File: src/rtl/delay_line_mc_pkg.sv
// Shared widths and defaults for the multi-channel ADPCM sample delay line.
package delay_line_mc_pkg;

  localparam int DEFAULT_WIDTH    = 24;
  localparam int DEFAULT_DEPTH    = 8;
  localparam int DEFAULT_CHANNELS = 4;
  localparam int SCAN_CHAINS      = 5;

  // A single channel still needs a 1-bit tag so the ports never collapse to zero width.
  function automatic int ch_width(input int channels);
    return (channels > 1) ? $clog2(channels) : 1;
  endfunction

  function automatic int dly_width(input int depth);
    return $clog2(depth) + 1;
  endfunction

endpackage

File: src/rtl/delay_line_mc_ring.sv
// One channel's ring of past samples with its write pointer and synchronous clear.
module delay_line_mc_ring
  import delay_line_mc_pkg::*;
#(
  parameter  int WIDTH = DEFAULT_WIDTH,
  parameter  int DEPTH = DEFAULT_DEPTH,
  localparam int PTR_W = $clog2(DEPTH)
) (
  input  logic             clk,
  input  logic             reset,
  input  logic             clear,
  input  logic             we,
  input  logic [WIDTH-1:0] wdata,
  input  logic [PTR_W-1:0] rd_ofs,
  output logic [WIDTH-1:0] rd_data
);

  logic [WIDTH-1:0] mem [DEPTH];
  logic [PTR_W-1:0] ptr;

  // An offset of 0 (delay of DEPTH) reads the slot about to be overwritten; a cleared ring reads 0.
  assign rd_data = clear ? '0 : mem[ptr - rd_ofs];

  always_ff @(posedge clk or negedge reset) begin
    if (!reset) begin
      for (int i = 0; i < DEPTH; i++) mem[i] <= '0;
      ptr <= '0;
    end else if (clear) begin
      for (int i = 0; i < DEPTH; i++) mem[i] <= '0;
      if (we) begin
        mem[0] <= wdata;
        ptr    <= PTR_W'(1);
      end else begin
        ptr <= '0;
      end
    end else if (we) begin
      mem[ptr] <= wdata;
      ptr      <= ptr + 1'b1;
    end
  end

endmodule

File: src/rtl/delay_line_mc.sv
// Multi-channel programmable sample delay with a single registered ready/valid output stage.
module delay_line_mc
  import delay_line_mc_pkg::*;
#(
  parameter  int WIDTH    = DEFAULT_WIDTH,
  parameter  int DEPTH    = DEFAULT_DEPTH,
  parameter  int CHANNELS = DEFAULT_CHANNELS,
  localparam int CH_W     = ch_width(CHANNELS),
  localparam int DLY_W    = dly_width(DEPTH),
  localparam int PTR_W    = $clog2(DEPTH)
) (
  input  logic             clk,
  input  logic             reset,
  input  logic [WIDTH-1:0] x,
  input  logic [CH_W-1:0]  x_ch,
  input  logic             x_valid,
  output logic             x_ready,
  input  logic [DLY_W-1:0] dly,
  input  logic             ch_clear,
  output logic [WIDTH-1:0] y,
  output logic [CH_W-1:0]  y_ch,
  output logic             y_valid,
  input  logic             y_ready,
  input  logic             scan_enable,
  input  logic             scan_in0,
  input  logic             scan_in1,
  input  logic             scan_in2,
  input  logic             scan_in3,
  input  logic             scan_in4,
  output logic             scan_out0,
  output logic             scan_out1,
  output logic             scan_out2,
  output logic             scan_out3,
  output logic             scan_out4
);

  logic             accept;
  logic [DLY_W-1:0] dly_c;
  logic [WIDTH-1:0] ring_rd [CHANNELS];
  logic [WIDTH-1:0] rd_sel;

  assign x_ready = ~y_valid | y_ready;
  assign accept  = x_valid & x_ready;
  assign dly_c   = (dly > DLY_W'(DEPTH)) ? DLY_W'(DEPTH) : dly;

  // Scan chain is stitched in by DFT insertion; functionally it is a gated pass-through.
  assign scan_out0 = scan_enable & scan_in0;
  assign scan_out1 = scan_enable & scan_in1;
  assign scan_out2 = scan_enable & scan_in2;
  assign scan_out3 = scan_enable & scan_in3;
  assign scan_out4 = scan_enable & scan_in4;

  for (genvar c = 0; c < CHANNELS; c++) begin : g_ring
    logic sel;
    assign sel = (x_ch == CH_W'(c));

    delay_line_mc_ring #(
      .WIDTH (WIDTH),
      .DEPTH (DEPTH)
    ) u_ring (
      .clk     (clk),
      .reset   (reset),
      .clear   (ch_clear & sel),
      .we      (accept & sel),
      .wdata   (x),
      .rd_ofs  (dly_c[PTR_W-1:0]),
      .rd_data (ring_rd[c])
    );
  end

  always_comb begin
    rd_sel = '0;
    for (int c = 0; c < CHANNELS; c++) begin
      if (x_ch == CH_W'(c)) rd_sel = ring_rd[c];
    end
  end

  // Output register: loads on accept, holds while stalled, drops valid once drained.
  always_ff @(posedge clk or negedge reset) begin
    if (!reset) begin
      y       <= '0;
      y_ch    <= '0;
      y_valid <= 1'b0;
    end else if (accept) begin
      y       <= (dly_c == '0) ? x : rd_sel;
      y_ch    <= x_ch;
      y_valid <= 1'b1;
    end else if (y_ready) begin
      y_valid <= 1'b0;
    end
  end

endmodule

File: config.mk
export PLATFORM = sky130hd
export DESIGN_NAME = delay_line_mc
export DESIGN_NICKNAME = d
export VERILOG_FILES = /design/src/rtl/delay_line_mc_pkg.sv /design/src/rtl/delay_line_mc_ring.sv /design/src/rtl/delay_line_mc.sv
export SDC_FILE = /design/constraint.sdc
export NUM_CORES = 2
export LEC_CHECK = 0
export ABC_AREA = 1
export CAP_MARGIN = 15
export CORE_UTILIZATION = 50
export DETAILED_ROUTE_END_ITERATION = 8
export DONT_BUFFER_PORTS = 1
export PLACE_DENSITY = 0.68
export SYNTH_ARGS = -nofsm -noshare
export SYNTH_HDL_FRONTEND = slang
export SYNTH_SLANG_ARGS = --single-unit
File: constraint.sdc
create_clock -name clk -period 3.5 [get_ports clk]
set_input_delay 0.7 -clock clk [delete_from_list [all_inputs] [get_ports clk]]
set_output_delay 0.7 -clock clk [all_outputs]
set_load 0.1 [all_outputs]
; ---- After elaboration in Yosys (flattened, before gate mapping)
; Index checks and enable logic that the tools add are counted.
[classes]
n_lt_le_gt_ge = 13
n_addsub = 8
n_eq_ne = 3
bitwise = 24
reduce_logical = 11
n_mux = 60
[ops]
columns = cell, n
row1 = 2-to-1 mux 192 bit, 8
row2 = bitwise mux 192 bit, 4
row3 = 2-to-1 mux 24 bit, 25
row4 = binary-select mux 24 bit (select 3 bit), 4
row5 = demux 24 bit (select 3 bit), 4
row6 = greater-or-equal comparator 4 bit (second input constant), 8
row7 = inverter 3 -> 4 bit, 8
row8 = 2-to-1 mux 3 bit, 8
row9 = less-than comparator 4 x 1 -> 1 bit (second input constant), 4
row10 = AND 1 bit, 14
row11 = adder 3 x 1 -> 3 bit (second input constant), 4
row12 = subtractor 3 bit, 4
row13 = nonzero test 2 bit, 5
row14 = 2-to-1 mux 1 bit, 6
row15 = == test 2 bit (second input constant), 2
row16 = > comparator 4 bit (second input constant), 1
row17 = logical AND 1 bit, 4
row18 = zero test 4 bit, 1
row19 = 2-to-1 mux 4 bit, 1
row20 = == test 2 x 1 -> 1 bit (second input constant), 1
row21 = zero test 2 bit, 1
row22 = inverter 1 bit, 1
row23 = bitwise OR 1 bit, 1
[word_totals]
out_inout_bits = 33
word_cells = 158
ff_bits = 807

; ---- Depth between registers and ports, before layout
[logic_depth]
ltp_word = 13
depth_mapped = 18

; ---- Modules after synthesis
; Synthesis repeated with hierarchy kept, for this count alone.
[hier_totals]
cells_unflattened = 5800
hier_area_um2 = 42997.5
[by_module_without_submodules]
columns = module, area_each_um2, cells_per_inst, n_inst
row1 = delay_line_mc_ring, 10137.2, 1342, 4
row2 = delay_line_mc, 2448.6, 432, 1

; ---- Worst setup path before layout
; No wires, ideal clock.
[synth_timing]
path_kind = input-to-reg
from = input port dly[0]
to = register y[18]
stages = 18
required_ns = 3.432
setup_ns = 0.068
arrival_time_ns = 3.153
setup_slack_ns = 0.279
path_buffers = 4
cell_sequence = nor2_1 > nand2_1 > nand2_2 > nand3_2 > buf_4 > buf_2 > fa_1 > inv_1 > clkbuf_1 > buf_1 > nand3_1 > nand3_1 > nand3_1 > nand2_1 > nor2_1 > nand2_1 > nand2_1 > nand2_1
[synth_between]
elab_chain_len = 13
word_cells_on_any_way = 32
cone_classes = add/sub: 4 / order compare: 1 / mux: 22 / bitwise: 4 / reduce/logical: 1
[synth_rtl]
columns = item, line
row1 = start: declaration, delay_line_mc.sv:18  ; input logic [DLY_W-1:0] dly,
row2 = > comparator 4 bit, delay_line_mc.sv:44  ; assign dly_c = (dly > DLY_W'(DEPTH)) ? DLY_W'(DEPTH) : dly;
row3 = 2-to-1 mux 4 bit *, delay_line_mc.sv:44
row4 = subtractor 3 bit, delay_line_mc_ring.sv:22  ; assign rd_data = clear ? '0 : mem[ptr - rd_ofs];
row5 = inverter 3 -> 4 bit (implied by the code), delay_line_mc_ring.sv:22
row6 = binary-select mux 24 bit (select 3 bit), delay_line_mc_ring.sv:22
row7 = 2-to-1 mux 24 bit (implied by the code) (2 in series), delay_line_mc_ring.sv:22
row8 = 2-to-1 mux 24 bit, delay_line_mc_ring.sv:22
row9 = 2-to-1 mux 24 bit (4 in series), delay_line_mc.sv:74  ; if (x_ch == CH_W'(c)) rd_sel = ring_rd[c];
row10 = 2-to-1 mux 24 bit *, delay_line_mc.sv:85  ; y <= (dly_c == '0) ? x : rd_sel;
row11 = end signal: assignment, delay_line_mc.sv:85
row12 = end: declaration, delay_line_mc.sv:20  ; output logic [WIDTH-1:0] y,
; Every way passes the cells marked *; elsewhere a longest branch is shown, timed or not. The select of a mux whose other input is x is not followed.
; A chain may end at the register's enable or synchronous reset.

; ---- Final worst setup path
[layout_timing]
from = register g_ring[1].u_ring.ptr[0]
to = register y[16]
[layout_between]
elab_chain_len = 10
[layout_rtl]
columns = item, line
row1 = start: declaration, delay_line_mc_ring.sv:19  ; logic [PTR_W-1:0] ptr;
row2 = start signal: assignment, delay_line_mc_ring.sv:38  ; ptr <= ptr + 1'b1;
row3 = subtractor 3 bit, delay_line_mc_ring.sv:22
row4 = inverter 3 -> 4 bit (implied by the code), delay_line_mc_ring.sv:22
row5 = binary-select mux 24 bit (select 3 bit), delay_line_mc_ring.sv:22
row6 = 2-to-1 mux 24 bit (implied by the code) (2 in series), delay_line_mc_ring.sv:22
row7 = 2-to-1 mux 24 bit, delay_line_mc_ring.sv:22
row8 = 2-to-1 mux 24 bit (3 in series), delay_line_mc.sv:74
row9 = 2-to-1 mux 24 bit, delay_line_mc.sv:85
; No other way between the ends. The select of a mux whose other input is x is not followed.

==> results.rst <==
.. list-table::
   :header-rows: 1

   * - Metric
     - Value
   * - Vias in the first global route
     - approximately 34,000
   * - Cells after Synth
     - 4,739
   * - Critical Path Fanout Max
     - 19
   * - Total number of placement rows
     - about 100
   * - Synth warn
     - 0
   * - Outcome
     - complete, but fails checks
   * - Post-synth top area share
     - 52.3%
   * - Pin count of the biggest net entering global routing
     - 808
   * - Die width
     - around 280 µm
   * - Share of synthesized flip-flops with an asynchronous set or reset
     - 100%
   * - Total of fill cells in the finished design
     - 6,869
   * - Maximum clock rate
     - 331 MHz
   * - Worst Setup End Kind
     - register
   * - Netlist area before placement
     - 38,600 µm²
   * - Fin. max-slew vios
     - 722
   * - Layout Utilization
     - between 50% and 60%
   * - Number of hold violations in the final report
     - 76
   * - First-pass GRT wire length
     - around 210,000 µm
   * - Number of synthesized flops with an enable pin
     - 0
   * - Power spent charging and discharging nets
     - between 10 and 15 mW
   * - Setup repair after global routing missed its margin
     - false
   * - R2r setup slk
     - 0.48 ns
   * - Fraction of layout cells with a size suffix above 1
     - 7.82%
   * - Detailed-route wire length per cell
     - 23.2 µm
   * - Most common cell in the synthesized netlist
     - sky130_fd_sc_hd__nand3_1
   * - Clock-pin slew of the registers on the worst-case setup and hold paths
     - around 0.07 ns
   * - Half-perimeter wire length after detailed placement
     - roughly 80,000 µm
   * - Post-detailed-placement cell area
     - roughly 40,000 µm²
   * - Initial cell density of the core
     - between 50% and 60%
   * - Int Pwr
     - roughly 18 mW
   * - Non-Filler Cell Area, Final
     - 43,400 µm²
   * - Clk Latency, worst-skew pair
     - between 0.6 and 0.7 ns
   * - Total power density per cell area
     - ~650 nW/µm²
   * - Root buffer cell
     - sky130_fd_sc_hd__clkbuf_16
   * - Leading area contributor after synthesis
     - sky130_fd_sc_hd__dfrtp_1
   * - Remaining design rule violation count
     - 0
   * - H-Tree Depth
     - 3
   * - Area growth from synthesis to layout
     - 12.4%
   * - Post-synthesis sequential area ratio
     - 52.3%
   * - Actual slew at the worst max-slew pin
     - a little under 4 ns
   * - Post-detailed-route via-to-cell ratio
     - roughly 6
   * - Die boundary height
     - 280 µm
   * - Initial detailed-routing violation count
     - ~4,500
   * - Required time reported for the critical path endpoint
     - 4.05 ns
   * - Count of nets after finishing
     - approximately 4,700
   * - Maximum buffer depth of the clock tree
     - 3
   * - Worst setup skew after layout
     - 0.0266 ns
   * - Top-Level Pins
     - 74
   * - Main flop type after synthesis
     - sky130_fd_sc_hd__dfrtp_1
   * - Leakage power of the design
     - around 21 nW
   * - Switching share of total power
     - 36.1%
   * - Number of max-cap violations
     - 0
   * - Syn Nets
     - 4,788
   * - Port bufs
     - 0
   * - DRT Wirelength
     - roughly 130,000 µm
   * - Area contributors post-synth
     - sky130_fd_sc_hd__dfrtp_1, sky130_fd_sc_hd__o22ai_1, sky130_fd_sc_hd__nand3_1
   * - Depth of the worst register-to-register path
     - 14
   * - Fraction of power consumed by sequential logic
     - 39.2%
   * - Post-CTS Setup Bufs
     - 0
   * - Clk pwr share
     - roughly 33%
   * - Commonest cells post-synth
     - sky130_fd_sc_hd__nand3_1, sky130_fd_sc_hd__inv_1, sky130_fd_sc_hd__nand2_1
   * - Total Negative Setup Slacks
     - 0 ns
   * - Share of the cycle needed by the critical path after routing
     - a little under nine tenths
   * - Total clock buffers created by CTS
     - 87
   * - Maximum ir drop on the vdd rail
     - about 0.46 mV
   * - Gp weighted congestion
     - 0.974
   * - Rel. slew slack
     - -159%
   * - Count of antenna-violating nets left after detailed routing
     - 0
   * - Syn Area/Cell
     - 8.16 µm²
   * - Total routing usage reported by global routing
     - between 30% and 40%
   * - Kind of critical path
     - register to register
   * - Remaining Overflow, GRT
     - 0
   * - Total Power Consumption
     - approximately 28 mW
   * - Unique masters post-synth
     - 25
   * - Share of power burned in combinational logic
     - 27.5%
   * - Number of detailed-routing iterations run before antenna repair
     - 6
   * - Worst Path Arrival
     - between 3 and 4 ns
   * - Failing checks
     - hold timing, slew limit
   * - Clk sinks
     - approximately 810
   * - Core Region
     - 76,200 µm²
   * - Number of setup violations in the final report
     - 0
   * - Die area
     - between 70,000 and 80,000 µm²
   * - Minimum clock period
     - around 3 ns
   * - Post-synthesis sequential element count
     - approximately 810
   * - Clock tree from TritonCTS
     - built
   * - Number of antenna violations at the first check in global routing
     - 5
   * - Hold slack
     - -0.230 ns
   * - Type of the most critical hold path
     - input pin to async pin
   * - Via count
     - about 35,000
   * - Category of the worst setup path launch point
     - register
-- final timing paths --
| path | start | endpoint |
|---|---|---|
| setup / recovery | g_ring[1].u_ring.ptr[0] | y[16] |
| hold / removal | reset | g_ring[3].u_ring.mem[56] |
| setup reg to reg | g_ring[1].u_ring.ptr[0] | y[16] |
| hold reg to reg | g_ring[2].u_ring.mem[153] | g_ring[2].u_ring.mem[153] |
| max in group asynchronous | reset | g_ring[0].u_ring.mem[69] |
| min in group clk | x_ch[1] | y_ch[1] |
-- power groups by stage --
| stage | clock, mW | combinational, mW | sequential, mW |
|---|---|---|---|
| 2_1_floorplan | 0 | 5.14 | 11.1 |
| 3_3_place_gp | 0 | 7.49 | 11.2 |
| 3_5_place_dp | 0 | 7.54 | 11.2 |
| 4_1_cts | 9.53 | 7.59 | 11.1 |
| 5_1_grt | 9.89 | 8.45 | 11.1 |
| 6_report | 9.44 | 7.79 | 11.1 |
-- state kept, by name (all words and copies together), names as in the netlist --
name               count
y                     24
g_ring.u_ring.ptr     12
y_ch                   2
y_valid                1
g_ring.u_ring.mem    768
-- layout by cell type, fill, tap and decap left out, drive strengths merged --
cell,n
nor2,76
clkbuf,132
nand2,827
dfrtp,807
ha,4
a21oi,53
clkinvlp,1
o21ai,36
a32o,1
o31ai,9
buf,185
xor2,10
inv,874
fa,4
nor3,14
nand3,928
bufinv,5
diode,17
o22ai,768
clkinv,12
-- routing by layer --
metal	part of all wire (%)	GRT usage (%)	wire length, µm	vias to the layer above
li1	-	-	-	15700
met1	39	46.8	52600	17100
met2	42	48.7	57000	2232
met3	13	11.6	18100	407
met4	5.2	17.5	6950	4
met5	0.019	0	25	-
-- metrics by stage --
| stage | std cells | worst slack [ns] |
|---|---|---|
| after detailed placement | 5621 | 0.128 |
| after global routing | 5778 | 0.351 |
| after global placement | 5621 | 0.100 |
| final | 5793 | 0.483 |
| after CTS | 5776 | 0.506 |
| after floorplan | 4739 | 0.279 |
-- cells by family after synthesis --
logic type      count (synthesis)  synth area share [%]
buf+inv                      1202                  12.2
flops                         807                  52.3
xor+xnor                       10                 0.227
simple gates                 1845                  21.2
fa+ha+maj                       8                 0.337
compound gates                867                  13.8
-- final cells by class --
cell class / count / area, µm² / area share [%]
repair buffers: 185 / 1830 / 4.21
flip-flops and latches: 807 / 20200 / 46.5
clock inverters: 23 / 299 / 0.688
multi-input cells: 2730 / 13900 / 32.0
inverters: 869 / 3260 / 7.51
well taps: 1030 / 1290 / 2.97
clock buffers: 132 / 2620 / 6.02
diodes: 17 / 42.5 / 0.0979
-- worst max-delay path, stage by stage, from the launching register on --
cell and delay [ns]:
sky130_fd_sc_hd__dfrtp_1 0.36, sky130_fd_sc_hd__buf_4 0.17, sky130_fd_sc_hd__inv_1 0.28, sky130_fd_sc_hd__nand3_2 0.24
sky130_fd_sc_hd__fa_2 0.40, sky130_fd_sc_hd__inv_1 0.10, sky130_fd_sc_hd__xor2_2 0.24, sky130_fd_sc_hd__buf_4 0.38
sky130_fd_sc_hd__nand3_1 0.12, sky130_fd_sc_hd__nand3_1 0.19, sky130_fd_sc_hd__nand2_1 0.14, sky130_fd_sc_hd__inv_1 0.12
sky130_fd_sc_hd__nand2_1 0.06, sky130_fd_sc_hd__nand2_1 0.06, sky130_fd_sc_hd__nand2_1 0.04
-- repair_timing --
item	4_1_cts	5_1_grt
hold endpoints to repair	807	807
resized for setup	0	0
endpoints found under the setup margin	0	0
No activity file was read; power rests on OpenSTA's default activity.
